==> src/rtl/cpu_host_sequencer.sv <==
// cpu_host_sequencer
//   Feeds operand pairs to a small CPU and collects its results. The CPU is
//   held in reset while idle. After a pair is accepted, reset stays high for
//   RESET_CYCLES cycles. Reset is then released, and the CPU runs until it
//   raises halt. Its output and carry are captured and offered on a
//   valid/ready result port.
//
// Optional feature (macro HOST_TIMEOUT_EN):
//   When defined, a run that lasts TIMEOUT_CYCLES cycles without a halt is
//   aborted. The CPU output is captured and res_timeout is flagged. When not
//   defined, RUN waits forever, no counter logic is built, and res_timeout is
//   tied low.
//
// Ports:
//   Clock, Reset          rising-edge clock, asynchronous active-high reset
//   op_valid/op_ready     operand handshake; op_a/op_b are the operands
//   cpu_A, cpu_B          operands driven to the CPU; held from one acceptance
//                         until the next
//   cpu_reset             CPU reset; low only while in RUN
//   cpu_halt              CPU halt input, sampled only in RUN
//   cpu_output, cpu_cout  CPU result and carry out
//   res_valid/res_ready   result handshake; res_data, res_cout and
//                         res_timeout are held while res_valid is high
//   busy                  high in any state other than IDLE
//   run_count             number of results consumed; wraps from 255 to 0
module cpu_host_sequencer #(
  parameter int RESET_CYCLES   = 2,
  parameter int TIMEOUT_CYCLES = 255
) (
  input  logic       Clock,
  input  logic       Reset,
  input  logic       op_valid,
  output logic       op_ready,
  input  logic [7:0] op_a,
  input  logic [7:0] op_b,
  output logic [7:0] cpu_A,
  output logic [7:0] cpu_B,
  output logic       cpu_reset,
  input  logic       cpu_halt,
  input  logic [7:0] cpu_output,
  input  logic       cpu_cout,
  output logic       res_valid,
  input  logic       res_ready,
  output logic [7:0] res_data,
  output logic       res_cout,
  output logic       res_timeout,
  output logic       busy,
  output logic [7:0] run_count
);

  // Reject illegal parameter values at elaboration time.
  if (RESET_CYCLES < 1 || RESET_CYCLES > 15) begin : g_bad_reset_cycles
    $error("cpu_host_sequencer: RESET_CYCLES must be in 1..15");
  end
  if (TIMEOUT_CYCLES < 1 || TIMEOUT_CYCLES > 255) begin : g_bad_timeout_cycles
    $error("cpu_host_sequencer: TIMEOUT_CYCLES must be in 1..255");
  end

  typedef enum logic [1:0] {
    IDLE = 2'd0,
    LOAD = 2'd1,
    RUN  = 2'd2,
    DONE = 2'd3
  } state_t;

  localparam logic [3:0] LOAD_LAST = 4'(RESET_CYCLES - 1);

  state_t     state_q, state_d;
  logic       ready_en_q, ready_en_d;
  logic [7:0] a_q, a_d;
  logic [7:0] b_q, b_d;
  logic [3:0] load_cnt_q, load_cnt_d;
  logic [7:0] data_q, data_d;
  logic       cout_q, cout_d;
  logic [7:0] run_count_q, run_count_d;

`ifdef HOST_TIMEOUT_EN
  localparam logic [7:0] TIMEOUT_LAST = 8'(TIMEOUT_CYCLES - 1);
  logic [7:0] run_cnt_q, run_cnt_d;
  logic       timeout_q, timeout_d;
`endif

  // ready_en_q is cleared by Reset and set on the first clock edge after
  // Reset falls. This keeps op_ready low throughout reset, even though the
  // state is already IDLE.
  always_ff @(posedge Clock or posedge Reset) begin
    if (Reset) begin
      state_q     <= IDLE;
      ready_en_q  <= 1'b0;
      a_q         <= 8'h00;
      b_q         <= 8'h00;
      load_cnt_q  <= 4'h0;
      data_q      <= 8'h00;
      cout_q      <= 1'b0;
      run_count_q <= 8'h00;
`ifdef HOST_TIMEOUT_EN
      run_cnt_q   <= 8'h00;
      timeout_q   <= 1'b0;
`endif
    end else begin
      state_q     <= state_d;
      ready_en_q  <= ready_en_d;
      a_q         <= a_d;
      b_q         <= b_d;
      load_cnt_q  <= load_cnt_d;
      data_q      <= data_d;
      cout_q      <= cout_d;
      run_count_q <= run_count_d;
`ifdef HOST_TIMEOUT_EN
      run_cnt_q   <= run_cnt_d;
      timeout_q   <= timeout_d;
`endif
    end
  end

  always_comb begin
    state_d     = state_q;
    ready_en_d  = 1'b1;
    a_d         = a_q;
    b_d         = b_q;
    load_cnt_d  = load_cnt_q;
    data_d      = data_q;
    cout_d      = cout_q;
    run_count_d = run_count_q;
`ifdef HOST_TIMEOUT_EN
    run_cnt_d   = run_cnt_q;
    timeout_d   = timeout_q;
`endif

    unique case (state_q)
      IDLE: begin
        if (op_valid && ready_en_q) begin
          a_d        = op_a;
          b_d        = op_b;
          load_cnt_d = 4'h0;
          state_d    = LOAD;
        end
      end
      LOAD: begin
        if (load_cnt_q == LOAD_LAST) begin
          state_d = RUN;
`ifdef HOST_TIMEOUT_EN
          run_cnt_d = 8'h00;
`endif
        end else begin
          load_cnt_d = load_cnt_q + 4'h1;
        end
      end
      RUN: begin
        // When halt and expiry fall on the same cycle, halt wins, so the
        // result is reported as a normal completion.
        if (cpu_halt) begin
          data_d  = cpu_output;
          cout_d  = cpu_cout;
          state_d = DONE;
`ifdef HOST_TIMEOUT_EN
          timeout_d = 1'b0;
        end else if (run_cnt_q == TIMEOUT_LAST) begin
          data_d    = cpu_output;
          cout_d    = cpu_cout;
          timeout_d = 1'b1;
          state_d   = DONE;
        end else begin
          run_cnt_d = run_cnt_q + 8'h01;
`endif
        end
      end
      DONE: begin
        if (res_ready) begin
          state_d     = IDLE;
          run_count_d = run_count_q + 8'h01;
        end
      end
      default: state_d = IDLE;
    endcase
  end

  assign op_ready  = (state_q == IDLE) && ready_en_q;
  assign cpu_reset = (state_q != RUN);
  assign res_valid = (state_q == DONE);
  assign busy      = (state_q != IDLE);
  assign cpu_A     = a_q;
  assign cpu_B     = b_q;
  assign res_data  = data_q;
  assign res_cout  = cout_q;
  assign run_count = run_count_q;
`ifdef HOST_TIMEOUT_EN
  assign res_timeout = timeout_q;
`else
  assign res_timeout = 1'b0;
`endif

endmodule

==> config.mk <==
export PLATFORM = sky130hd
export DESIGN_NAME = cpu_host_sequencer
export DESIGN_NICKNAME = d
export VERILOG_FILES = /design/src/rtl/cpu_host_sequencer.sv
export SDC_FILE = /design/constraint.sdc
export NUM_CORES = 1
export LEC_CHECK = 0
export CELL_PAD_IN_SITES_DETAIL_PLACEMENT = 0
export CELL_PAD_IN_SITES_GLOBAL_PLACEMENT = 1
export CORE_MARGIN = 8
export CORE_UTILIZATION = 35
export CTS_BUF_LIST = sky130_fd_sc_hd__clkbuf_2 sky130_fd_sc_hd__clkbuf_4 sky130_fd_sc_hd__clkbuf_8
export DETAILED_ROUTE_END_ITERATION = 8
export PLACE_DENSITY = 0.78
export SLEW_MARGIN = 20
export SYNTH_ARGS = -nofsm -noshare
export SYNTH_HDL_FRONTEND = slang
export SYNTH_SLANG_ARGS = --single-unit
==> constraint.sdc <==
create_clock -name Clock -period 2.53 [get_ports Clock]
set_input_delay 0.253 -clock Clock [delete_from_list [all_inputs] [get_ports Clock]]
set_output_delay 0.253 -clock Clock [all_outputs]
set_load 0.05 [all_outputs]
==> impl_metrics.env <==
export IMPL_hold_slack_ps=359.8
export IMPL_p_seq_share_pct=29.3
export IMPL_cts_sink_count=40
export IMPL_drt_iter0_drc=39
export IMPL_grt_usage_pct=11.84
export IMPL_power_switching_uw=1796
export IMPL_async_reset_ff_share_pct=100.0
export IMPL_slowest_delay_ps=810
export IMPL_syn_instance_count=134
export IMPL_clk_pin_slew_ps=80
export IMPL_cts_tree="built"
export IMPL_synth_simple_area_share_pct=10.04
export IMPL_synth_top_family_by_area="multiplexers"
export IMPL_drive_gt1_share_pct=19.02
export IMPL_power_leakage_uw=0.001127
export IMPL_dp_hpwl_um=3361
export IMPL_wl_um=4158
export IMPL_gp_congestion=0.7436
export IMPL_r2r_start="state_q[1]$_DFFE_PP0P_"
export IMPL_start_util_pct=35.56
export IMPL_nets=243
export IMPL_grt_pass1_wl_um=6906
export IMPL_p_int_uw=1976
export IMPL_synth_top_area_share_pct=56.18
export IMPL_crit_path_start_kind="register"
export IMPL_multiInputGateArea_um2=737.0
export IMPL_instances_no_fill=275
export IMPL_holdBufCountCts=0
export IMPL_regToRegSetupSlack_ps=600
export IMPL_ys_seq_area_share_pct=56.18
export IMPL_clkPwrFrac_pct=10.5
export IMPL_cp_data_required_time_ps=2280
export IMPL_switching_share_pct=47.61
export IMPL_worstPathCellList="inv_1 -> ha_1 -> and2_1 -> clkdlybuf4s50_1"
export IMPL_drc=0
export IMPL_slowest_stage="clkdlybuf4s50_1"
export IMPL_synth_edf_count=0
export IMPL_fmax_mhz=433.7
export IMPL_via_per_inst=4.596
export IMPL_dieHeight_um=87.35
export IMPL_dieArea_um2=7630
export IMPL_min_period_over_period_pct=91.14
export IMPL_port_buffers=66
export IMPL_fin_area_um2=2614
export IMPL_maxCapViolCount=0
export IMPL_cts_buffers_inserted=5
export IMPL_dr_pass1_iters=4
export IMPL_avgSynthCellArea_um2=13.30
export IMPL_io_pins=68
export IMPL_die_x_um=87.35
export IMPL_pwr_share_comb_pct=60.2
export IMPL_rows=26
export IMPL_syn_area_um2=1782
export IMPL_rsz0062_at_grt="no"
export IMPL_core_area_um2=5010
export IMPL_dp_cells=268
export IMPL_synth_largest_area_cell="dfrtp_1"
export IMPL_synth_compound_area_share_pct=4.003
export IMPL_synthAdderAreaFrac_pct=5.618
export IMPL_cp_arrival_ps=2050
export IMPL_cts_max_path_buffers=2
export IMPL_crit_start="state_q[0]$_DFFE_PP0P_"
export IMPL_power_uw=3772
export IMPL_finalSetupTns_ps=0
export IMPL_synthXorXnorAreaFrac_pct=3.441
export IMPL_ant_nets=0
export IMPL_antenna_found_initial=0
export IMPL_peakVddDrop_mv=0.7948
export IMPL_worstSkewPairLatency_ps=290
export IMPL_cts_resized=0
export IMPL_synth_cell_type_count=32
export IMPL_post_cts_buffers=0
export IMPL_area_growth_pct=46.70
export IMPL_rr_worst_depth=5
export IMPL_tightest_slew_ps=655.1
export IMPL_yosys_register_bits=40
export IMPL_overflow=0
export IMPL_crit_path_end="op_ready"
export IMPL_synth_nets=172
export IMPL_slew_headroom_pct=56.28
export IMPL_diodes=0
export IMPL_final_cell_mix="clkdlybuf4s50_1, dfrtp_1, mux2_2, ha_1"
export IMPL_finalMaxSlewViolations=0
export IMPL_register_area_um2=1001
export IMPL_crit_type="reg -> out"
export IMPL_skew_ps=11.91
export IMPL_p_per_area_nw_per_um2=1443
export IMPL_cts_max_level=2
export IMPL_hold_path_class="in -> async"
export IMPL_root_buffer="clkbuf_8"
export IMPL_synth_mux_area_share_pct=17.84
export IMPL_wl_per_cell_um=15.12
export IMPL_placed_area_um2=2532
export IMPL_hold_viol=0
export IMPL_first_global_vias=1403
export IMPL_yosys_top_cells_area="dfrtp_1, mux2_2, ha_1"
export IMPL_endpoint_kind="output port"
export IMPL_grt_start_max_net_pins=25
export IMPL_synthFlopType="dfrtp_1"
export IMPL_final_common_cell="clkdlybuf4s50_1"
export IMPL_fillers=464
export IMPL_crit_fanout=4
export IMPL_vias=1264
export IMPL_setup_viol=0
export IMPL_yosysWarnings=0
export IMPL_r2r_end="cpu_B[0]$_DFFE_PP0P_"
export IMPL_run_status="finished, final reports clean"
export IMPL_fin_crit_ps=2306
[worst min-delay path by stage]
stage | end | depth (start not counted)
2_1_floorplan | cpu_A[6]$_DFFE_PP0P_ | 1
3_3_place_gp | run_count[7]$_DFFE_PP0P_ | 1
3_5_place_dp | run_count[7]$_DFFE_PP0P_ | 1
4_1_cts | cpu_B[4]$_DFFE_PP0P_ | 2
5_1_grt | cpu_A[6]$_DFFE_PP0P_ | 2
6_report | cpu_A[6]$_DFFE_PP0P_ | 2
[worst max-delay path, delay by kind of cell, from the launching register on]
kind,cells,cell delay [ps]
fa+ha+maj,1,240
buf+inv,2,960
flops,1,400
simple gates,1,160
[routing by layer]
layer,track usage (%),vias to the layer above,part of all wire [%]
met3,5.566,4,6.3
met4,3.281,0,0.67
li1,-,596,-
met1,12.68,627,38
met5,0,-,0
met2,20.25,37,55
[cell usage after synthesis (2+ instances only)]
library cell and instances:
dfrtp_1 40, mux2_2 26, ha_1 8, inv_1 7
nand2_1 7, nand3_1 6, xnor2_1 5, o21ai_0 4
nand3b_1 3, nor2_1 3, buf_2 2, conb_1 2
xor2_1 2
[layout make-up]
type	instances	area share, %
well taps	70	3.351
multi-input cells	84	28.20
repair buffers	67	26.04
inverters	7	1.005
flip-flops and latches	40	38.30
clock inverters	1	0.1915
clock buffers	6	2.920
[stage by stage]
step	setup slack, ps	util (%)
floorplan	510.8	-
global placement	607.9	50.55
detailed placement	561.9	50.55
CTS	207.5	52.17
global route	108.3	52.17
finish	224.2	52.17
[power groups by stage]
stage	Clock, µW	Combinational (µW)	Sequential, µW
after detailed placement	0	2290	1110
final	398	2270	1100
after global routing	443	2390	1140
after CTS	413	2300	1110
after floorplan	0	710	1930
after global placement	0	2250	1090
[state kept, by name, indices dropped and copies added (netlist names)]
name,cells
ready_en_q,1
run_count,8
cpu_B,8
res_data,8
res_cout,1
cpu_A,8
state_q,2
load_cnt_q,4
[cells by family after synthesis]
family,count (synthesis)
AOI/OAI and AO/OA,8
xor gates and xnor gates,7
adders and majority gates,8
buffers and inverters,10
DFF,40
muxes,28
other,2
and+or+nand+nor,31
Note: power is estimated with default switching activity, not from simulation.
